`config.mk`:
```
export PLATFORM = sky130hd
export DESIGN_NAME = mmu_tlb_flat
export DESIGN_NICKNAME = d
export VERILOG_FILES = /design/src/rtl/mmu_tlb_if.sv /design/src/rtl/mmu_tlb.sv /design/src/flat_wrapper.sv
export SDC_FILE = /design/constraint.sdc
export NUM_CORES = 2
export LEC_CHECK = 0
export CAP_MARGIN = 40
export CELL_PAD_IN_SITES_DETAIL_PLACEMENT = 1
export CELL_PAD_IN_SITES_GLOBAL_PLACEMENT = 2
export CORE_ASPECT_RATIO = 1.25
export CORE_MARGIN = 5
export CORE_UTILIZATION = 46
export CTS_CLUSTER_DIAMETER = 30
export DETAILED_ROUTE_END_ITERATION = 10
export PLACE_DENSITY = 0.9
export SYNTH_ARGS = -nofsm -noshare
export SYNTH_HDL_FRONTEND = slang
export SYNTH_SLANG_ARGS = --single-unit
```
`constraint.sdc`:
```
create_clock -name clk -period 6.31 [get_ports clk]
set_clock_uncertainty 0.1 [all_clocks]
set_input_delay 0.631 -clock clk [delete_from_list [all_inputs] [get_ports clk]]
set_output_delay 0.631 -clock clk [all_outputs]
set_load 0.005 [all_outputs]
```
`src/rtl/mmu_tlb_if.sv`:
```
// rtl/mmu_tlb_if.sv - lookup, CP0 TLB-op and result bundle for mmu_tlb
interface mmu_tlb_if #(
  parameter int IDX_W  = 4,
  parameter int ASID_W = 8
);
  logic              inst_req;
  logic [31:0]       inst_vaddr;
  logic              data_req;
  logic [31:0]       data_vaddr;
  logic              data_we;
  logic              user_mode;
  logic              cp0_kseg0_uncached;
  logic [ASID_W-1:0] asid;
  logic [IDX_W-1:0]  wired;
  logic              tlb_op_valid;
  logic [1:0]        tlb_op;
  logic [IDX_W-1:0]  index_i;
  logic [31:0]       entryhi_i;
  logic [31:0]       entrylo0_i;
  logic [31:0]       entrylo1_i;

  logic              inst_valid, inst_uncached, inst_miss, inst_inval, inst_illegal;
  logic [31:0]       inst_paddr;
  logic              data_valid, data_uncached, data_miss, data_inval, data_modify, data_illegal;
  logic [31:0]       data_paddr;
  logic              tlb_op_done;
  logic              probe_fail;
  logic [IDX_W-1:0]  probe_index;
  logic [31:0]       entryhi_o, entrylo0_o, entrylo1_o;
  logic [IDX_W-1:0]  random_o;

  modport master (
    output inst_req, inst_vaddr, data_req, data_vaddr, data_we, user_mode,
           cp0_kseg0_uncached, asid, wired, tlb_op_valid, tlb_op, index_i,
           entryhi_i, entrylo0_i, entrylo1_i,
    input  inst_valid, inst_uncached, inst_miss, inst_inval, inst_illegal, inst_paddr,
           data_valid, data_uncached, data_miss, data_inval, data_modify, data_illegal,
           data_paddr, tlb_op_done, probe_fail, probe_index, entryhi_o, entrylo0_o,
           entrylo1_o, random_o
  );

  modport slave (
    input  inst_req, inst_vaddr, data_req, data_vaddr, data_we, user_mode,
           cp0_kseg0_uncached, asid, wired, tlb_op_valid, tlb_op, index_i,
           entryhi_i, entrylo0_i, entrylo1_i,
    output inst_valid, inst_uncached, inst_miss, inst_inval, inst_illegal, inst_paddr,
           data_valid, data_uncached, data_miss, data_inval, data_modify, data_illegal,
           data_paddr, tlb_op_done, probe_fail, probe_index, entryhi_o, entrylo0_o,
           entrylo1_o, random_o
  );
endinterface

```
`src/rtl/mmu_tlb.sv`:
```
// rtl/mmu_tlb.sv - kseg0/kseg1 direct map plus fully-associative ASID-tagged TLB
// with registered parallel instruction/data lookup and CP0 TLBWI/TLBWR/TLBP/TLBR.
module mmu_tlb #(
  parameter int NUM_ENTRIES = 16,
  parameter int IDX_W       = $clog2(NUM_ENTRIES),
  parameter int ASID_W      = 8
) (
  input logic      clk,
  input logic      rst,
  mmu_tlb_if.slave bus
);
  typedef struct packed {
    logic        uncached;
    logic        miss;
    logic        inval;
    logic        modify;
    logic        illegal;
    logic [31:0] paddr;
  } xlat_t;

  localparam logic [IDX_W-1:0] TOP_IDX = IDX_W'(NUM_ENTRIES - 1);

  logic [18:0]       vpn2  [NUM_ENTRIES];
  logic [ASID_W-1:0] easid [NUM_ENTRIES];
  logic              g     [NUM_ENTRIES];
  logic [19:0]       pfn0  [NUM_ENTRIES];
  logic [19:0]       pfn1  [NUM_ENTRIES];
  logic [2:0]        c0    [NUM_ENTRIES];
  logic [2:0]        c1    [NUM_ENTRIES];
  logic              d0    [NUM_ENTRIES];
  logic              d1    [NUM_ENTRIES];
  logic              v0    [NUM_ENTRIES];
  logic              v1    [NUM_ENTRIES];
  logic [IDX_W-1:0]  rand_q;

  // Returns {hit, index}; scanning downward leaves the lowest matching index.
  function automatic logic [IDX_W:0] match(input logic [18:0] vpn, input logic [ASID_W-1:0] a);
    logic [IDX_W:0] r;
    r = '0;
    for (int i = NUM_ENTRIES - 1; i >= 0; i--)
      if (vpn2[i] == vpn && (g[i] || easid[i] == a)) r = {1'b1, IDX_W'(i)};
    return r;
  endfunction

  function automatic xlat_t xlate(input logic [31:0] va, input logic we, input logic um,
                                  input logic k0u, input logic [ASID_W-1:0] a);
    xlat_t            r;
    logic [IDX_W:0]   m;
    logic [IDX_W-1:0] k;
    logic             odd;
    r   = '0;
    m   = match(va[31:13], a);
    k   = m[IDX_W-1:0];
    odd = va[12];
    if (um && va[31]) begin
      r.illegal = 1'b1;
    end else if (va[31:30] == 2'b10) begin
      r.paddr    = {3'b000, va[28:0]};
      r.uncached = va[29] | k0u;
    end else if (!m[IDX_W]) begin
      r.miss = 1'b1;
    end else if (!(odd ? v1[k] : v0[k])) begin
      r.inval = 1'b1;
    end else begin
      r.paddr    = {(odd ? pfn1[k] : pfn0[k]), va[11:0]};
      r.uncached = (odd ? c1[k] : c0[k]) == 3'd2;
      r.modify   = we & !(odd ? d1[k] : d0[k]);
    end
    return r;
  endfunction

  xlat_t            inst_x, data_x;
  logic [IDX_W:0]   probe_m;
  logic [31:0]      rd_hi, rd_lo0, rd_lo1;
  logic             wr_en;
  logic [IDX_W-1:0] wr_idx;

  always_comb begin
    inst_x  = xlate(bus.inst_vaddr, 1'b0, bus.user_mode, bus.cp0_kseg0_uncached, bus.asid);
    data_x  = xlate(bus.data_vaddr, bus.data_we, bus.user_mode, bus.cp0_kseg0_uncached, bus.asid);
    probe_m = match(bus.entryhi_i[31:13], bus.entryhi_i[ASID_W-1:0]);
    wr_en   = bus.tlb_op_valid && !bus.tlb_op[1];
    wr_idx  = bus.tlb_op[0] ? rand_q : bus.index_i;
    rd_hi   = '0;
    rd_lo0  = '0;
    rd_lo1  = '0;
    rd_hi[31:13]       = vpn2[bus.index_i];
    rd_hi[ASID_W-1:0]  = easid[bus.index_i];
    rd_lo0[25:0]       = {pfn0[bus.index_i], c0[bus.index_i], d0[bus.index_i], v0[bus.index_i], g[bus.index_i]};
    rd_lo1[25:0]       = {pfn1[bus.index_i], c1[bus.index_i], d1[bus.index_i], v1[bus.index_i], g[bus.index_i]};
  end

  logic unused_bits;
  assign unused_bits = ^{bus.entryhi_i[12:ASID_W], bus.entrylo0_i[31:26], bus.entrylo1_i[31:26]};

  assign bus.random_o = rand_q;

  always_ff @(posedge clk) begin
    if (rst) begin
      for (int i = 0; i < NUM_ENTRIES; i++) begin
        vpn2[i] <= '0; easid[i] <= '0; g[i] <= 1'b0;
        pfn0[i] <= '0; pfn1[i] <= '0; c0[i] <= '0; c1[i] <= '0;
        d0[i] <= 1'b0; d1[i] <= 1'b0; v0[i] <= 1'b0; v1[i] <= 1'b0;
      end
      rand_q            <= TOP_IDX;
      bus.inst_valid    <= 1'b0; bus.inst_uncached <= 1'b0; bus.inst_miss <= 1'b0;
      bus.inst_inval    <= 1'b0; bus.inst_illegal  <= 1'b0; bus.inst_paddr <= '0;
      bus.data_valid    <= 1'b0; bus.data_uncached <= 1'b0; bus.data_miss <= 1'b0;
      bus.data_inval    <= 1'b0; bus.data_modify   <= 1'b0; bus.data_illegal <= 1'b0;
      bus.data_paddr    <= '0;
      bus.tlb_op_done   <= 1'b0; bus.probe_fail <= 1'b0; bus.probe_index <= '0;
      bus.entryhi_o     <= '0; bus.entrylo0_o <= '0; bus.entrylo1_o <= '0;
    end else begin
      if (wr_en) begin
        vpn2[wr_idx]  <= bus.entryhi_i[31:13];
        easid[wr_idx] <= bus.entryhi_i[ASID_W-1:0];
        g[wr_idx]     <= bus.entrylo0_i[0] & bus.entrylo1_i[0];
        pfn0[wr_idx]  <= bus.entrylo0_i[25:6]; pfn1[wr_idx] <= bus.entrylo1_i[25:6];
        c0[wr_idx]    <= bus.entrylo0_i[5:3];  c1[wr_idx]   <= bus.entrylo1_i[5:3];
        d0[wr_idx]    <= bus.entrylo0_i[2];    d1[wr_idx]   <= bus.entrylo1_i[2];
        v0[wr_idx]    <= bus.entrylo0_i[1];    v1[wr_idx]   <= bus.entrylo1_i[1];
      end
      if ((wr_en && bus.tlb_op[0]) || rand_q <= bus.wired) rand_q <= TOP_IDX;
      else                                                 rand_q <= rand_q - 1'b1;

      // Result flags/paddr hold their last value while a channel is idle.
      bus.inst_valid <= bus.inst_req;
      if (bus.inst_req) begin
        bus.inst_uncached <= inst_x.uncached; bus.inst_miss    <= inst_x.miss;
        bus.inst_inval    <= inst_x.inval;    bus.inst_illegal <= inst_x.illegal;
        bus.inst_paddr    <= inst_x.paddr;
      end
      bus.data_valid <= bus.data_req;
      if (bus.data_req) begin
        bus.data_uncached <= data_x.uncached; bus.data_miss    <= data_x.miss;
        bus.data_inval    <= data_x.inval;    bus.data_modify  <= data_x.modify;
        bus.data_illegal  <= data_x.illegal;  bus.data_paddr   <= data_x.paddr;
      end

      bus.tlb_op_done <= bus.tlb_op_valid && bus.tlb_op[1];
      if (bus.tlb_op_valid && bus.tlb_op == 2'd2) begin
        bus.probe_fail  <= !probe_m[IDX_W];
        bus.probe_index <= probe_m[IDX_W-1:0];
      end
      if (bus.tlb_op_valid && bus.tlb_op == 2'd3) begin
        bus.entryhi_o  <= rd_hi;
        bus.entrylo0_o <= rd_lo0;
        bus.entrylo1_o <= rd_lo1;
      end
    end
  end
endmodule

```
`src/flat_wrapper.sv`:
```
// flat-port wrapper written by rule: the top's interface ports become plain ports
module mmu_tlb_flat 
#(
  parameter int NUM_ENTRIES = 16,
  parameter int IDX_W       = $clog2(NUM_ENTRIES),
  parameter int ASID_W      = 8
)
  (clk, rst, bus_inst_req, bus_inst_vaddr, bus_data_req, bus_data_vaddr, bus_data_we, bus_user_mode, bus_cp0_kseg0_uncached, bus_asid, bus_wired, bus_tlb_op_valid, bus_tlb_op, bus_index_i, bus_entryhi_i, bus_entrylo0_i, bus_entrylo1_i, bus_inst_valid, bus_inst_uncached, bus_inst_miss, bus_inst_inval, bus_inst_illegal, bus_inst_paddr, bus_data_valid, bus_data_uncached, bus_data_miss, bus_data_inval, bus_data_modify, bus_data_illegal, bus_data_paddr, bus_tlb_op_done, bus_probe_fail, bus_probe_index, bus_entryhi_o, bus_entrylo0_o, bus_entrylo1_o, bus_random_o);
  mmu_tlb_if #(.IDX_W(IDX_W), .ASID_W(ASID_W)) bus_i ();
  input logic clk;
  input logic rst;
  input wire logic [$bits(bus_i.inst_req)-1:0] bus_inst_req;
  input wire logic [$bits(bus_i.inst_vaddr)-1:0] bus_inst_vaddr;
  input wire logic [$bits(bus_i.data_req)-1:0] bus_data_req;
  input wire logic [$bits(bus_i.data_vaddr)-1:0] bus_data_vaddr;
  input wire logic [$bits(bus_i.data_we)-1:0] bus_data_we;
  input wire logic [$bits(bus_i.user_mode)-1:0] bus_user_mode;
  input wire logic [$bits(bus_i.cp0_kseg0_uncached)-1:0] bus_cp0_kseg0_uncached;
  input wire logic [$bits(bus_i.asid)-1:0] bus_asid;
  input wire logic [$bits(bus_i.wired)-1:0] bus_wired;
  input wire logic [$bits(bus_i.tlb_op_valid)-1:0] bus_tlb_op_valid;
  input wire logic [$bits(bus_i.tlb_op)-1:0] bus_tlb_op;
  input wire logic [$bits(bus_i.index_i)-1:0] bus_index_i;
  input wire logic [$bits(bus_i.entryhi_i)-1:0] bus_entryhi_i;
  input wire logic [$bits(bus_i.entrylo0_i)-1:0] bus_entrylo0_i;
  input wire logic [$bits(bus_i.entrylo1_i)-1:0] bus_entrylo1_i;
  output wire logic [$bits(bus_i.inst_valid)-1:0] bus_inst_valid;
  output wire logic [$bits(bus_i.inst_uncached)-1:0] bus_inst_uncached;
  output wire logic [$bits(bus_i.inst_miss)-1:0] bus_inst_miss;
  output wire logic [$bits(bus_i.inst_inval)-1:0] bus_inst_inval;
  output wire logic [$bits(bus_i.inst_illegal)-1:0] bus_inst_illegal;
  output wire logic [$bits(bus_i.inst_paddr)-1:0] bus_inst_paddr;
  output wire logic [$bits(bus_i.data_valid)-1:0] bus_data_valid;
  output wire logic [$bits(bus_i.data_uncached)-1:0] bus_data_uncached;
  output wire logic [$bits(bus_i.data_miss)-1:0] bus_data_miss;
  output wire logic [$bits(bus_i.data_inval)-1:0] bus_data_inval;
  output wire logic [$bits(bus_i.data_modify)-1:0] bus_data_modify;
  output wire logic [$bits(bus_i.data_illegal)-1:0] bus_data_illegal;
  output wire logic [$bits(bus_i.data_paddr)-1:0] bus_data_paddr;
  output wire logic [$bits(bus_i.tlb_op_done)-1:0] bus_tlb_op_done;
  output wire logic [$bits(bus_i.probe_fail)-1:0] bus_probe_fail;
  output wire logic [$bits(bus_i.probe_index)-1:0] bus_probe_index;
  output wire logic [$bits(bus_i.entryhi_o)-1:0] bus_entryhi_o;
  output wire logic [$bits(bus_i.entrylo0_o)-1:0] bus_entrylo0_o;
  output wire logic [$bits(bus_i.entrylo1_o)-1:0] bus_entrylo1_o;
  output wire logic [$bits(bus_i.random_o)-1:0] bus_random_o;
  assign bus_i.inst_req = bus_inst_req;
  assign bus_i.inst_vaddr = bus_inst_vaddr;
  assign bus_i.data_req = bus_data_req;
  assign bus_i.data_vaddr = bus_data_vaddr;
  assign bus_i.data_we = bus_data_we;
  assign bus_i.user_mode = bus_user_mode;
  assign bus_i.cp0_kseg0_uncached = bus_cp0_kseg0_uncached;
  assign bus_i.asid = bus_asid;
  assign bus_i.wired = bus_wired;
  assign bus_i.tlb_op_valid = bus_tlb_op_valid;
  assign bus_i.tlb_op = bus_tlb_op;
  assign bus_i.index_i = bus_index_i;
  assign bus_i.entryhi_i = bus_entryhi_i;
  assign bus_i.entrylo0_i = bus_entrylo0_i;
  assign bus_i.entrylo1_i = bus_entrylo1_i;
  assign bus_inst_valid = bus_i.inst_valid;
  assign bus_inst_uncached = bus_i.inst_uncached;
  assign bus_inst_miss = bus_i.inst_miss;
  assign bus_inst_inval = bus_i.inst_inval;
  assign bus_inst_illegal = bus_i.inst_illegal;
  assign bus_inst_paddr = bus_i.inst_paddr;
  assign bus_data_valid = bus_i.data_valid;
  assign bus_data_uncached = bus_i.data_uncached;
  assign bus_data_miss = bus_i.data_miss;
  assign bus_data_inval = bus_i.data_inval;
  assign bus_data_modify = bus_i.data_modify;
  assign bus_data_illegal = bus_i.data_illegal;
  assign bus_data_paddr = bus_i.data_paddr;
  assign bus_tlb_op_done = bus_i.tlb_op_done;
  assign bus_probe_fail = bus_i.probe_fail;
  assign bus_probe_index = bus_i.probe_index;
  assign bus_entryhi_o = bus_i.entryhi_o;
  assign bus_entrylo0_o = bus_i.entrylo0_o;
  assign bus_entrylo1_o = bus_i.entrylo1_o;
  assign bus_random_o = bus_i.random_o;
  mmu_tlb #(.NUM_ENTRIES(NUM_ENTRIES), .IDX_W(IDX_W), .ASID_W(ASID_W)) u_core (.clk(clk), .rst(rst), .bus(bus_i));
endmodule
```
==> flow_summary.toml <==
[timing]
max_slew_margin_pct = 27.0
whs_ns = 0.163
fmax_ghz = 0.170
grt_setup_unrepaired = "false"
finalHoldViolCount = 0
worst_pin_slew_ns = 1.10
period_minus_slack_ns = 5.89
finalSetupViolCount = 0
min_period_over_period_pct = 93.4
final_max_slew_viol_count = 0

[routing]
drt_iter0_drc = 11600
drc = 0
first_pass_iters = 7
vias_per_cell = 6.94
wl_per_cell_um = 39.7
ant_nets = 0
vias = 76800
wl_um = 439000

[die]
core_area_sq_um = 192000
num_io_pins = 367
die_y_um = 501
die_area_sq_um = 202000
chipWidth_um = 403
num_rows = 180
initial_core_util_pct = 46.1

[power]
switching_power_mw = 8.22
power_frac_seq_pct = 34.3
power_density_nw_per_um2 = 290
switching_share_pct = 25.7
p_int_mw = 23.7
p_comb_share_pct = 9.5
p_clk_share_pct = 56.1
leakage_nw = 40.0
vdd_ir_drop_max_mv = 0.334

[clock_tree]
htreeDepth = 5
post_cts_buffers = 0
clk_pin_slew_ns = 0.05
cts_root_buf = "clkbuf_16"
clock_latency_ns = 0.97
cts_buffers = 339
cts_sinks = 1411
cts_buffer_depth = 4
cts_tree = "done"

[global_routing]
antenna_found_initial = 66
grt_usage_pct = 42.2
grt_max_degree = 122
globalRouteOverflowTotal = 0
grt_pass1_wl_um = 603000
grt_pass1_vias = 78700

[synthesis]
netlist_instances = 7682
synthSimpleGateAreaFrac_pct = 17.5
async_flop_share_pct = 0
synth-seq-area-share_pct = 46.0
synth.largest_area_cell = "edfxtp_1"
synth-edff-count = 1248
syn_avg_cell_area_sq_um = 11.5
synth_mux_area_share_pct = 15.9
synthFlopType = "edfxtp_1"
synthXorXnorAreaFrac_pct = 11.6
synth_area_sq_um = 88600
ys_types = 89
synthAdderAreaFrac_pct = 0.0706
yosysWarnings = 0
ys_seq_elements = 1411
synth_top_family_by_area = "simple AND/OR/NAND/NOR gates"
synth_compound_area_share_pct = 5.13
yosysTopAreaCellShare_pct = 42.3
synth_area_leaders = "edfxtp_1, mux4_2, and2_1"

[cells_and_area]
fillCellCount = 19200
nets = 8408
layout_common_cells = "and2_1, edfxtp_1, nand2_1"
area_growth_syn_to_layout_pct = 24.1
drive_gt1_share_pct = 20.2
final_cells = 11100
post-route-cell-area_sq_um = 110000

[worst_hold_path]
holdCritPathClass = "in2reg"
holdPathStages = 2
worstHoldStart = "bus_data_vaddr[1]"
min_to = "u_core.bus.data_paddr[1]"

[placed_design]
dp.cells = 10400
placed_area_sq_um = 98400
gp_congestion = 1.01
dp_hpwl_um = 280000
port_buffers = 332

[worst_setup_path]
critPathMaxFanout = 21
rr_endpoint = "u_core.bus.inst_paddr[31]"
end_kind = "register"
reg2regPathDepth = 16
rrSetupSlack_ns = 0.76
arrival_ns = 6.60
required_ns = 7.02
start_kind = "primary input"
r2r_start = "u_core.easid[4][0]"
path_class = "in2reg"

[flow_run]
maxCapViolations = 0

[run_status]
status = "finished clean"
==> kinds of logic after synthesis <==
kind of cell             after synthesis
adder cells (fa/ha/maj)                5
buffers and inverters                750
flip-flops                          1411
XOR/XNOR                            1170
AO/OA/AOI/OAI                        649
multiplexers                         833
AND/OR/NAND/NOR                     2863
other                                  1
==> routing by layer <==
layer	routed length, um	track usage (%)
met3	54700	12.6
met5	168	0
met2	195000	65.2
met4	45400	34.8
met1	144000	48.4
==> what timing repair did <==
action,CTS,global route
endpoints found under the hold margin,39,0
hold buffers,1,0
endpoints found under the setup margin,0,0
gates resized for setup,0,0
==> critical path: stages <==
cell and delay (ns):
clkdlybuf4s50_1 0.67, buf_4 0.29, buf_4 0.18, xor2_1 0.16, nor4_1 0.48, a41o_1 0.63, nand3_1 0.47, buf_4 0.31
nand2_1 0.18, a311oi_4 0.09, nor2_1 0.52, a31o_4 0.35, buf_12 0.23, nand3_1 0.12, nand4_1 0.14, nand2_1 0.07
a311oi_1 0.73, buf_4 0.23, o21ai_0 0.07
==> registers in the layout (all words and copies together) (netlist names), 16 cells and up <==
| name | count |
|---|---|
| u_core.g | 16 |
| u_core.vpn2 | 304 |
| u_core.pfn1 | 320 |
| u_core.bus.data_paddr | 32 |
| u_core.bus.entryhi_o | 27 |
| u_core.d0 | 16 |
| u_core.pfn0 | 320 |
| u_core.bus.entrylo1_o | 25 |
| u_core.c0 | 48 |
| u_core.bus.entrylo0_o | 26 |
| u_core.d1 | 16 |
| u_core.v0 | 16 |
| u_core.bus.inst_paddr | 32 |
| u_core.c1 | 48 |
| u_core.v1 | 16 |
| u_core.easid | 128 |
==> area by class of cell <==
type	instances	area [sq um]	area share, %
flip-flops and latches	1411	40700	37.0
well taps	2548	3190	2.90
repair buffers	906	9480	8.62
clock buffers	386	8940	8.13
diodes	41	103	0.0933
multi-input cells	5537	44900	40.8
inverters	22	82.6	0.0751
clock inverters	220	2560	2.33
==> worst max-delay path by stage <==
stage / from / to / slack (ns) / depth (start not counted)
6_report: bus_asid[0] / u_core.bus.inst_paddr[31] / 0.42 / 19
3_3_place_gp: bus_asid[0] / u_core.bus.data_paddr[24] / -0.13 / 20
5_1_grt: bus_asid[0] / u_core.bus.data_paddr[14] / 0.52 / 20
2_1_floorplan: bus_data_vaddr[18] / u_core.bus.data_uncached / 2.20 / 19
4_1_cts: bus_asid[0] / u_core.bus.inst_paddr[31] / 0.81 / 20
3_5_place_dp: bus_asid[0] / u_core.bus.inst_paddr[31] / -0.04 / 20
==> Yosys cell counts (7+ instances only) <==
master,instances
and2_1,1248
edfxtp_1,1248
nand2_1,752
xor2_1,711
clkbuf_1,468
mux4_2,459
xnor2_1,459
mux2i_1,360
nand3_1,222
nor4_1,177
a21oi_1,163
dfxtp_1,163
nand4_1,150
nor2_1,118
a22oi_1,105
buf_2,102
a31oi_1,87
a32oi_1,84
buf_4,70
buf_1,62
nor3_1,51
and3_1,33
o21ai_0,31
o21ai_1,30
a22o_1,26
buf_6,25
or2_2,22
inv_1,21
nor3b_1,19
nor2b_1,17
mux2_2,14
o211ai_1,14
a311oi_1,13
and4_1,12
a211oi_1,11
a41o_1,11
a311o_1,8
or3_1,7
==> per-stage QoR <==
step / setup TNS (ns) / utilization (%) / setup slack [ns] / total power, mW
2_1_floorplan: 0 / - / 2.20 / 12.5
3_3_place_gp: -0.247 / 50.9 / -0.126 / 13.8
3_5_place_dp: -0.0429 / 51.2 / -0.0429 / 14.0
4_1_cts: 0 / 57.2 / 0.812 / 31.8
5_1_grt: 0 / 57.2 / 0.523 / 32.5
6_report: 0 / 57.3 / 0.417 / 31.9
==> power by group through the flow <==
stage	registers, mW	clock network, mW	logic [mW]
floorplan	10.9	0	1.63
global placement	11.1	0	2.79
detailed placement	11.1	0	2.90
CTS	10.9	17.9	2.93
global route	11.0	18.5	3.08
finish	11.0	17.9	3.04
No activity file was read; power rests on OpenSTA's default activity.
